<file path="config.mk">
export PLATFORM = sky130hd
export DESIGN_NAME = ripple_count_extender_flat
export DESIGN_NICKNAME = d
export VERILOG_FILES = /design/src/rtl/ripple_count_extender_if.sv /design/src/rtl/ripple_count_extender.sv /design/src/flat_wrapper.sv
export SDC_FILE = /design/constraint.sdc
export NUM_CORES = 1
export LEC_CHECK = 0
export CAP_MARGIN = 20
export CORE_ASPECT_RATIO = 1.1
export CORE_MARGIN = 2
export CORE_UTILIZATION = 45
export DETAILED_ROUTE_END_ITERATION = 10
export PLACE_DENSITY = 0.74
export SETUP_SLACK_MARGIN = 0.3
export SYNTH_ARGS = -nofsm -noshare
export SYNTH_HDL_FRONTEND = slang
export SYNTH_SLANG_ARGS = --single-unit
export TNS_END_PERCENT = 10
</file>
<file path="constraint.sdc">
create_clock -name clk -period 5.46 [get_ports clk]
set_input_delay 0.819 -clock clk [delete_from_list [all_inputs] [get_ports clk]]
set_output_delay 0.819 -clock clk [all_outputs]
set_load 0.02 [all_outputs]
</file>
<file path="src/rtl/ripple_count_extender_if.sv">
// Bundle of the data, control and snapshot signals of the ripple count
// extender. The master side (the stage that feeds count_in and consumes
// snapshots) drives the inputs. The slave side (the extender) drives the
// outputs. dbg_state carries the tracking FSM state for observation.
//
// Snapshot handshake: snap_valid/snap_data are offered by the slave. A
// transfer happens on a rising clk edge where snap_valid and snap_ready are
// both 1. While snap_valid is 1 and snap_ready is 0, snap_valid and
// snap_data hold steady. snap_ready may be driven independently of
// snap_valid.
interface ripple_count_extender_if #(
  parameter int IN_WIDTH  = 4,
  parameter int EXT_WIDTH = 16
);
  logic [IN_WIDTH-1:0]  count_in;
  logic                 clear;
  logic [EXT_WIDTH-1:0] match_value;
  logic [EXT_WIDTH-1:0] total;
  logic                 wrap_pulse;
  logic                 match_pulse;
  logic                 overflow;
  logic                 snap_valid;
  logic                 snap_ready;
  logic [EXT_WIDTH-1:0] snap_data;
  logic                 dbg_state;

  modport master (
    output count_in,
    output clear,
    output match_value,
    output snap_ready,
    input  total,
    input  wrap_pulse,
    input  match_pulse,
    input  overflow,
    input  snap_valid,
    input  snap_data,
    input  dbg_state
  );

  modport slave (
    input  count_in,
    input  clear,
    input  match_value,
    input  snap_ready,
    output total,
    output wrap_pulse,
    output match_pulse,
    output overflow,
    output snap_valid,
    output snap_data,
    output dbg_state
  );
endinterface

</file>
<file path="src/rtl/ripple_count_extender.sv">
// Ripple count extender: brings an asynchronously settling ripple counter
// value into the clk domain. It rejects ripple transients with a stability
// filter. It accumulates modulo increments into a wide total and reports
// wrap, overflow and match events. Snapshots of the total are offered over
// a valid/ready handshake.
module ripple_count_extender #(
  parameter int IN_WIDTH      = 4,
  parameter int EXT_WIDTH     = 16,
  parameter int STABLE_CYCLES = 2
) (
  input  logic                    clk,
  input  logic                    rst,
  ripple_count_extender_if.slave  bus
);

  // Counter wide enough to hold STABLE_CYCLES itself (saturation value).
  localparam int CW = $clog2(STABLE_CYCLES + 1);
  localparam logic [CW-1:0] STABLE_MAX = CW'(STABLE_CYCLES);
  localparam logic [CW-1:0] STABLE_ONE = CW'(1);

  typedef enum logic [0:0] {
    PRIME = 1'b0,
    TRACK = 1'b1
  } state_t;

  // Synchroniser and stability filter state.
  logic [IN_WIDTH-1:0] s1;
  logic [IN_WIDTH-1:0] s2;
  logic [IN_WIDTH-1:0] cand;
  logic [CW-1:0]       stab_cnt;

  // Tracking state and registered outputs.
  state_t               state;
  logic [IN_WIDTH-1:0]  last_val;
  logic [EXT_WIDTH-1:0] total;
  logic                 wrap_pulse;
  logic                 match_pulse;
  logic                 overflow;
  logic                 snap_valid;
  logic [EXT_WIDTH-1:0] snap_data;

  // Combinational helpers.
  logic [CW-1:0]        stab_next;
  logic                 accept;
  logic                 update;
  logic [IN_WIDTH-1:0]  delta;
  logic [EXT_WIDTH:0]   sum_wide;
  logic [EXT_WIDTH-1:0] new_total;
  logic                 carry;

  // Stability filter: next counter value, and the single accept strobe
  // issued when a candidate's counter first reaches STABLE_CYCLES.
  always_comb begin
    stab_next = stab_cnt;
    accept    = 1'b0;
    if (s2 != cand) begin
      stab_next = STABLE_ONE;
    end else if (stab_cnt != STABLE_MAX) begin
      stab_next = stab_cnt + STABLE_ONE;
    end
    accept = (stab_next == STABLE_MAX) &&
             ((s2 != cand) || (stab_cnt != STABLE_MAX));
  end

  // Accumulation datapath: modulo step from last accepted value, wide add
  // with a carry-out for overflow detection.
  always_comb begin
    delta     = s2 - last_val;
    sum_wide  = {1'b0, total} + {{(EXT_WIDTH + 1 - IN_WIDTH){1'b0}}, delta};
    new_total = sum_wide[EXT_WIDTH-1:0];
    carry     = sum_wide[EXT_WIDTH];
    update    = accept && (state == TRACK) && (s2 != last_val);
  end

  // Two-flop synchroniser followed by the candidate/stability registers.
  always_ff @(posedge clk or posedge rst) begin
    if (rst) begin
      s1       <= '0;
      s2       <= '0;
      cand     <= '0;
      stab_cnt <= '0;
    end else begin
      s1       <= bus.count_in;
      s2       <= s1;
      cand     <= s2;
      stab_cnt <= stab_next;
    end
  end

  // Tracking FSM with total, event flags and snapshot handshake registers.
  always_ff @(posedge clk or posedge rst) begin
    if (rst) begin
      state       <= PRIME;
      last_val    <= '0;
      total       <= '0;
      wrap_pulse  <= 1'b0;
      match_pulse <= 1'b0;
      overflow    <= 1'b0;
      snap_valid  <= 1'b0;
      snap_data   <= '0;
    end else begin
      wrap_pulse  <= 1'b0;
      match_pulse <= 1'b0;

      // A completed transfer retires the snapshot unless an update below
      // immediately replaces it.
      if (snap_valid && bus.snap_ready) begin
        snap_valid <= 1'b0;
      end

      if (bus.clear) begin
        // Clear dominates any concurrent update; the filter keeps running
        // and the pending snapshot is left alone.
        total    <= '0;
        overflow <= 1'b0;
        state    <= PRIME;
      end else begin
        case (state)
          PRIME: begin
            if (accept) begin
              last_val <= s2;
              state    <= TRACK;
            end
          end
          TRACK: begin
            if (update) begin
              total       <= new_total;
              last_val    <= s2;
              wrap_pulse  <= (s2 < last_val);
              match_pulse <= (new_total == bus.match_value) &&
                             (total != bus.match_value);
              if (carry) begin
                overflow <= 1'b1;
              end
              // A snapshot is only taken when the slot is free or being
              // drained this cycle; otherwise this update's snapshot is lost.
              if (!snap_valid || bus.snap_ready) begin
                snap_data  <= new_total;
                snap_valid <= 1'b1;
              end
            end
          end
          default: begin
            state <= PRIME;
          end
        endcase
      end
    end
  end

  assign bus.total       = total;
  assign bus.wrap_pulse  = wrap_pulse;
  assign bus.match_pulse = match_pulse;
  assign bus.overflow    = overflow;
  assign bus.snap_valid  = snap_valid;
  assign bus.snap_data   = snap_data;
  assign bus.dbg_state   = state;

endmodule

</file>
<file path="src/flat_wrapper.sv">
// flat-port wrapper written by rule: the top's interface ports become plain ports
module ripple_count_extender_flat 
#(
  parameter int IN_WIDTH      = 4,
  parameter int EXT_WIDTH     = 16,
  parameter int STABLE_CYCLES = 2
)
  (clk, rst, bus_count_in, bus_clear, bus_match_value, bus_snap_ready, bus_total, bus_wrap_pulse, bus_match_pulse, bus_overflow, bus_snap_valid, bus_snap_data, bus_dbg_state);
  ripple_count_extender_if #(.IN_WIDTH(IN_WIDTH), .EXT_WIDTH(EXT_WIDTH)) bus_i ();
  input  logic clk;
  input  logic rst;
  input wire logic [$bits(bus_i.count_in)-1:0] bus_count_in;
  input wire logic [$bits(bus_i.clear)-1:0] bus_clear;
  input wire logic [$bits(bus_i.match_value)-1:0] bus_match_value;
  input wire logic [$bits(bus_i.snap_ready)-1:0] bus_snap_ready;
  output wire logic [$bits(bus_i.total)-1:0] bus_total;
  output wire logic [$bits(bus_i.wrap_pulse)-1:0] bus_wrap_pulse;
  output wire logic [$bits(bus_i.match_pulse)-1:0] bus_match_pulse;
  output wire logic [$bits(bus_i.overflow)-1:0] bus_overflow;
  output wire logic [$bits(bus_i.snap_valid)-1:0] bus_snap_valid;
  output wire logic [$bits(bus_i.snap_data)-1:0] bus_snap_data;
  output wire logic [$bits(bus_i.dbg_state)-1:0] bus_dbg_state;
  assign bus_i.count_in = bus_count_in;
  assign bus_i.clear = bus_clear;
  assign bus_i.match_value = bus_match_value;
  assign bus_i.snap_ready = bus_snap_ready;
  assign bus_total = bus_i.total;
  assign bus_wrap_pulse = bus_i.wrap_pulse;
  assign bus_match_pulse = bus_i.match_pulse;
  assign bus_overflow = bus_i.overflow;
  assign bus_snap_valid = bus_i.snap_valid;
  assign bus_snap_data = bus_i.snap_data;
  assign bus_dbg_state = bus_i.dbg_state;
  ripple_count_extender #(.IN_WIDTH(IN_WIDTH), .EXT_WIDTH(EXT_WIDTH), .STABLE_CYCLES(STABLE_CYCLES)) u_core (.clk(clk), .rst(rst), .bus(bus_i));
endmodule
</file>
After elaboration in Yosys (flattened, before gate mapping)
Cells that the tools add are included.
{ "word_totals": {"regBits": 55, "out_inout_bits": 37, "wordCells": 67} }
{ "classes": {"add_sub_neg": 3, "order_cmp": 1, "eq_ne": 8, "mux": 26, "bitwise": 2, "n_reduce_logical": 15} }
{ "op_table": {"columns": ["operator", "n"], "rows": [
  ["16-bit two-way mux", 3],
  ["1-bit two-way mux", 18],
  ["16-bit by 4-bit adder with 17-bit output", 1],
  ["16-bit equality test", 1],
  ["16-bit inequality test", 1],
  ["4-bit two-way mux", 2],
  ["4-bit inequality test", 2],
  ["4-bit one-hot mux with 2 select lines", 1],
  ["3-bit AND reduction", 2],
  ["2-bit nonzero test", 3],
  ["1-bit logical AND", 5],
  ["4-bit less-than comparator", 1],
  ["2-bit two-way mux", 2],
  ["2-bit inequality test, second input constant", 2],
  ["4-bit AND reduction", 1],
  ["4-bit subtractor", 1],
  ["2-bit by 1-bit adder with 2-bit output, second input constant", 1],
  ["2-bit equality test, second input constant", 1],
  ["1-bit logical OR", 2],
  ["2-bit by 1-bit inequality test with 1-bit output, second input constant", 1],
  ["1-bit NOT", 2],
  ["2-bit AND reduction", 1],
  ["1-bit logical NOT", 1]
]} }

Depth between registers and ports, before layout
Gate-level depths: netlist of run 1.
{ "depth": {"word_depth": 10, "ltp_mapped": 13} }

Worst setup path before layout of run 1
Ideal clock, no wire load.
{ "synth_timing": {"path_type": "reg-to-reg", "from": "register u_core.s2[1]", "to": "register u_core.match_pulse (netlist: u_core.bus.match_pulse)", "setup_ns": 0.096, "arrival_ns": 2.905, "path_slack_ns": 2.459, "stages_incl_launch_ff": 12, "path_buffers": 0, "period_less_slack_ns": 3.001, "cell_sequence": "dfrtp_1 > ha_1 > a21o_1 > a21oi_1 > xnor2_1 > ha_1 > a21oi_2 > a21boi_4 > nor3_2 > or3b_1 > a2111o_1 > nor4_2"} }
{ "synth_via": {"elab_chain_len": 9} }
{ "synth_rtl": {"columns": ["element", "line", "source"], "rows": [
  ["start, declared", "ripple_count_extender.sv:28", "logic [IN_WIDTH-1:0] s2;"],
  ["start signal, assigned", "ripple_count_extender.sv:79", "s2 <= '0;"],
  ["start signal, assigned", "ripple_count_extender.sv:84", "s2 <= s1;"],
  ["parallel branches: the longest is 6 deep, another holds 16-bit by 4-bit adder with 17-bit output", null, null],
  ["1-bit two-way mux (*)", "ripple_count_extender.sv:126", "if (update) begin"],
  ["1-bit two-way mux (*)", "ripple_count_extender.sv:118", "case (state)"],
  ["1-bit two-way mux (*)", "ripple_count_extender.sv:111", "if (bus.clear) begin"],
  ["end signal, assigned", "ripple_count_extender.sv:130", "match_pulse <= (new_total == bus.match_value) &&"],
  ["end, declared", "ripple_count_extender.sv:37", "logic match_pulse;"]
]} }
Mark *: on every way between the ends.
A chain may end at the register's enable or synchronous reset.

Final worst setup path of run 1
Ends and elaborated chain as after synthesis.

==> results of run 1 <==
==> Yosys cell counts (all sizes together), types with 3 or more instances <==
cell / instances
nor4: 3
nand4b: 3
mux2: 9
ha: 10
dfrtp: 55
and2: 3
nor2b: 4
mux2i: 4
a21oi: 17
o21ai: 3
xnor2: 33
a21o: 3
clkbuf: 7
inv: 15
xor2: 26
nand2: 18
nor2: 34
buf: 9
nand4: 9
nor3: 4
nand3: 5
==> critical path, delay by kind of cell, from the launching register on <==
kind                       cells  cell delay, ps
AOI/OAI and AO/OA              5            1200
xor gates and xnor gates       1             130
adders and majority gates      2             620
DFF                            1             450
and+or+nand+nor                3             680
==> sequential cells by signal (all words and copies together) (netlist names) <==
name	count
u_core.bus.snap_data	16
u_core.bus.match_pulse	1
u_core.bus.dbg_state	1
u_core.s2	4
u_core.last_val	4
u_core.stab_cnt	2
u_core.bus.total	16
u_core.bus.overflow	1
u_core.s1	4
u_core.bus.wrap_pulse	1
u_core.bus.snap_valid	1
u_core.cand	4
==> power breakdown <==
group          leakage [uW]  switching, uW  internal [uW]
Clock             0.0000515            127            116
Sequential         0.000726           15.8            438
Combinational      0.000829            151            138
Total               0.00161            293            692
==> path summary, 6_finish.rpt <==
check / start / end / depth (start not counted)
max in group asynchronous: rst / u_core.bus.total[2]$_DFFE_PP0P_ / 3
hold reg to reg: u_core.s1[2]$_DFF_PP0_ / u_core.s2[2]$_DFF_PP0_ / 0
min in group asynchronous: rst / u_core.stab_cnt[0]$_DFF_PP0_ / 3
hold / removal: u_core.s1[2]$_DFF_PP0_ / u_core.s2[2]$_DFF_PP0_ / 0
setup / recovery: u_core.s2[1]$_DFF_PP0_ / u_core.bus.match_pulse$_DFF_PP0_ / 11
setup reg to reg: u_core.s2[1]$_DFF_PP0_ / u_core.bus.match_pulse$_DFF_PP0_ / 11
==> layer usage <==
layer  track usage  part of all wire
met5             0                 0
met1         0.229              0.44
met4        0.0667             0.027
met2         0.299              0.49
met3        0.0361             0.042
==> cells by family (layout without fill, tap and decap cells) <==
group / after synthesis / after routing / share of synthesized area
fa+ha+maj: 12 / 12 / 0.0543
flops: 55 / 55 / 0.453
buf+inv: 31 / 85 / 0.0465
simple gates: 92 / 92 / 0.159
mux: 13 / 13 / 0.0465
compound gates: 33 / 33 / 0.0712
xor+xnor: 59 / 59 / 0.170
==> area by class of cell <==
type	instances	area, sq um
well taps	82	103
clock buffers	8	100
inverters	15	56.3
fillers	579	2780
repair buffers	62	616
flip-flops and latches	55	1380
multi-input cells	209	1520
==> metrics by stage <==
step	setup slack, ps	area (sq um)	util	power [uW]	instances
floorplan	2460	3040	-	665	295
global placement	2370	3670	0.560	747	423
detailed placement	2290	3670	0.560	754	423
CTS	2260	3770	0.576	998	431
global route	2050	3770	0.576	1040	431
finish	2280	3770	0.576	985	431
==> flow_summary.yaml, run 1 <==
die:
  core_area_sq_um: 6560
  rows: 31
  start_util: 0.464
  die-area_sq_um: 7430
  die_x_um: 82.4
  io_pins: 61
  die_h_um: 90.2
detailed_routing:
  drtAntennaViolNets: 0
  drt_first_pass_iters: 4
  drtIter0Drc: 110
  remaining_drc_errors: 0
  drt-vias-per-instance: 5.07
  drt-total-wl_mm: 6.23
  routedWlPerCell_um: 14.5
  vias: 2184
clocking:
  clock-root-buffer: "clkbuf_8"
  holdBufCountCts: 0
  cts_sinks: 55
  clkSlewWorstSetupHoldPaths_ps: 90
  htreeDepth: 2
  cts_resized: 0
  clockBufferDepth: 2
  clk-insertion-delay-late_ps: 310
  numCtsBuffers: 5
  post_cts_buffers: 0
  cts_tree: "yes"
setup_path:
  worst_path_largest_cell_delay_ps: 450
  path_cells: "ha_1 -> a21o_1 -> a21oi_1 -> xnor2_1 -> ha_1 -> a21oi_2 -> a21boi_4 -> nor3_2 -> or3b_1 -> a2111o_1 -> nor4_2"
  r2r_slack_ps: 2280
  path_common_cell: "ha_1"
  worstPathArrival_ps: 3410
  cp_slowest_cell: "dfrtp_1"
  cp_max_fo: 5
  start_kind: "flip-flop"
  cp-end-kind: "flip-flop"
  worstSetupPathType: "flip-flop to flip-flop"
  cp.required_ps: 5690
synthesis:
  synth_area_leaders: "dfrtp_1 (45%), xnor2_1 (9.5%), xor2_1 (7.5%), nor2_1 (4.2%), ha_1 (4.1%)"
  synth-seq-area-share: 0.453
  synth_area_per_cell_sq_um: 10.3
  synth-edff-count: 0
  syn_nets: 331
  ys.flop_type: "dfrtp_1"
  synth_top_area_share: 0.453
  ys_seq_elements: 55
  synth_warnings: 0
  syn_area_sq_um: 3040
  async_reset_ff_frac: 1.00
  synth.distinct_cells: 43
  yosysTopAreaCell: "dfrtp_1"
  syn-instance-count: 295
timing:
  rsz0062_at_grt: "no"
  tns_ps: 0
  worst_slew_pin_slew_ps: 828
  worst_hold_slack_ps: 355
  relSlewSlack: 0.446
  timing.fmax_mhz: 314
  clock_skew_ps: 9.65
  setup_viol: 0
  slew_violations: 0
  finalHoldViolations: 0
  finalCritPeriodShare: 0.583
  min_period_ps: 3180
global_route:
  grt_max_degree: 56
  antenna_found_initial: 0
  grt_use_total: 0.181
  overflow: 0
  grt_pass1_vias: 2200
  grt_pass1_wl_mm: 10.4
pwr:
  p_leak_uw: 0.00161
  irDropWorstVdd_uv: 188
  power_per_cell_area_nw_per_um2: 261
run:
  cap_violations: 0
placement:
  io_buffers: 60
  gp_routability_congestion: 0.897
  dp_hpwl_mm: 4.74
layout:
  layout.nets: 384
  num_antenna_cells: 0
  drive_gt1_frac: 0.0774
  area_growth_syn_to_layout_pct: 24.1
  mostFrequentLayoutCells: "clkdlybuf4s50_1 (60), dfrtp_1 (55), nor2_1 (34), xnor2_1 (33), xor2_1 (26)"
  final_common_cell: "clkdlybuf4s50_1"
run_status:
  status: "finished clean"
hold_path:
  hold_class: "flip-flop to flip-flop"
(Power assumes the default switching activity.)
==> run 2, diff against run 1 <==
==> constraint.sdc (replaced) <==
create_clock -name clk -period 3.2 [get_ports clk]
set_input_delay 0.48 -clock clk [delete_from_list [all_inputs] [get_ports clk]]
set_output_delay 0.48 -clock clk [all_outputs]
set_load 0.02 [all_outputs]
==> flow_summary.yaml, run 2 (same netlist as run 1, synthesis figures left out) <==
timing:
  rsz0062_at_grt: "yes"
  setup_viol: 0
  finalCritPeriodShare: 0.930
  timing.fmax_mhz: 336
  min_period_ps: 2980
  worst_slew_pin_slew_ps: 610
  fin_ws_ps: 224
  clock_skew_ps: 13.4
  slew_violations: 0
  relSlewSlack: 0.593
  finalHoldViolations: 0
setup_path:
  start_kind: "flip-flop"
  cp_max_fo: 3
  cp.required_ps: 3420
  cp-end-kind: "flip-flop"
  worstSetupPathType: "flip-flop to flip-flop"
  worstPathArrival_ps: 3200
clocking:
  clk-insertion-delay-late_ps: 320
  numCtsBuffers: 5
  clockBufferDepth: 2
  cts_sinks: 55
  htreeDepth: 2
  clkSlewWorstSetupHoldPaths_ps: 110
  holdBufCountCts: 0
  clock-root-buffer: "clkbuf_8"
  cts_tree: "yes"
layout:
  final_common_cell: "clkdlybuf4s50_1"
  fin_util: 0.610
  drive_gt1_frac: 0.162
  area_growth_syn_to_layout_pct: 31.4
  num_antenna_cells: 0
  largestRegisters: "u_core.bus.snap_data x16, u_core.bus.total x16"
  layout.nets: 405
  mostFrequentLayoutCells: "clkdlybuf4s50_1 (60), dfrtp_1 (54), nor2_1 (34), xnor2_1 (33), xor2_1 (25)"
  fillCellCount: 544
detailed_routing:
  drt-vias-per-instance: 5.16
  drt-total-wl_mm: 6.78
  routedWlPerCell_um: 15.0
  drtIter0Drc: 153
  remaining_drc_errors: 0
  vias: 2334
  drtAntennaViolNets: 0
  drt_first_pass_iters: 4
pwr:
  p_comb_frac: 0.350
  p_switching_uw: 588
  power_per_cell_area_nw_per_um2: 456
  power.share.sequential: 0.425
  switching_share: 0.322
  internal_power_uw: 1240
  p_leak_uw: 0.00174
  irDropWorstVdd_uv: 320
  p_clk_frac: 0.225
hold_path:
  hold_class: "flip-flop to flip-flop"
global_route:
  grt_pass1_vias: 2390
  grt_use_total: 0.200
  overflow: 0
  antenna_found_initial: 0
  grt_pass1_wl_mm: 11.5
  grt_max_degree: 30
placement:
  pre_cts_slack_ps: -30.5
  io_buffers: 60
  gp_routability_congestion: 0.890
  dp_hpwl_mm: 4.90
run:
  cap_violations: 0
die:
  rows: 31
  core_area_sq_um: 6560
  start_util: 0.464
  die_x_um: 82.4
  io_pins: 61
  die_h_um: 90.2
  die-area_sq_um: 7430
run_status:
  status: "finished clean"
## run 2: path summary, 6_finish.rpt
kind	from	end	slack [ps]	cells past startpoint
setup / recovery	u_core.last_val[1]$_DFFE_PP0P_	u_core.bus.match_pulse$_DFF_PP0_	220	12
hold / removal	u_core.s1[3]$_DFF_PP0_	u_core.s2[3]$_DFF_PP0_	360	0
setup reg to reg	u_core.last_val[1]$_DFFE_PP0P_	u_core.bus.match_pulse$_DFF_PP0_	220	12
hold reg to reg	u_core.s1[3]$_DFF_PP0_	u_core.s2[3]$_DFF_PP0_	360	0
max in group asynchronous	rst	u_core.bus.total[5]$_DFFE_PP0P_	2080	3
min in group asynchronous	rst	u_core.bus.total[14]$_DFFE_PP0P_	540	2
## run 2: cell type report
cell class | instances | area (sq um) | area share
sequential | 55 | 1380 | 0.345
clock buffer | 5 | 68.8 | 0.0172
clock inverter | 3 | 31.3 | 0.00783
tap | 82 | 103 | 0.0257
inverter | 15 | 56.3 | 0.0141
timing repair buffer | 83 | 786 | 0.197
multi-input combinational | 209 | 1570 | 0.394
## run 2: metrics by stage
| stage | cell area (sq um) | total power, uW | std cells | hold slack, ps | setup TNS, ps |
|---|---|---|---|---|---|
| final | 4000 | 1820 | 452 | 359 | 0 |
| after global routing | 4000 | 1940 | 452 | 373 | 0 |
| after CTS | 3960 | 1810 | 450 | 363 | 0 |
| after detailed placement | 3730 | 1310 | 428 | 336 | -30.5 |
| after global placement | 3730 | 1290 | 428 | 332 | 0 |
| after floorplan | 3040 | 1140 | 295 | 331 | 0 |
## run 2: repair_timing
| action | CTS | global route |
|---|---|---|
| endpoints found under the setup margin | 3 | 9 |
| gates resized for setup | 8 | 4 |
| pin swaps | 11 | 10 |
| setup buffers | 14 | 2 |
## run 2: layer usage
metal,global-route usage,vias to the layer above,routed length (um)
met3,0.0382,14,362
met2,0.319,76,3300
met4,0.0639,0,157
li1,-,1130,-
met5,0,-,0
met1,0.269,1114,2960
## run 2: power groups by stage
stage	Combinational (uW)	Clock [uW]	Sequential (uW)
floorplan	328	0	813
global placement	504	0	786
detailed placement	517	0	789
CTS	609	424	776
global route	706	452	782
finish	638	411	775
## run 2: critical path: stages (launching register included)
cell and delay, ps:
dfrtp_1 410, inv_2 90, ha_4 210, a21o_1 200, a21oi_2 140, xnor2_1 80, ha_1 350, a21oi_2 160
a21boi_4 230, nor3_4 50, or3b_1 370, a2111o_1 370, nor4_2 240
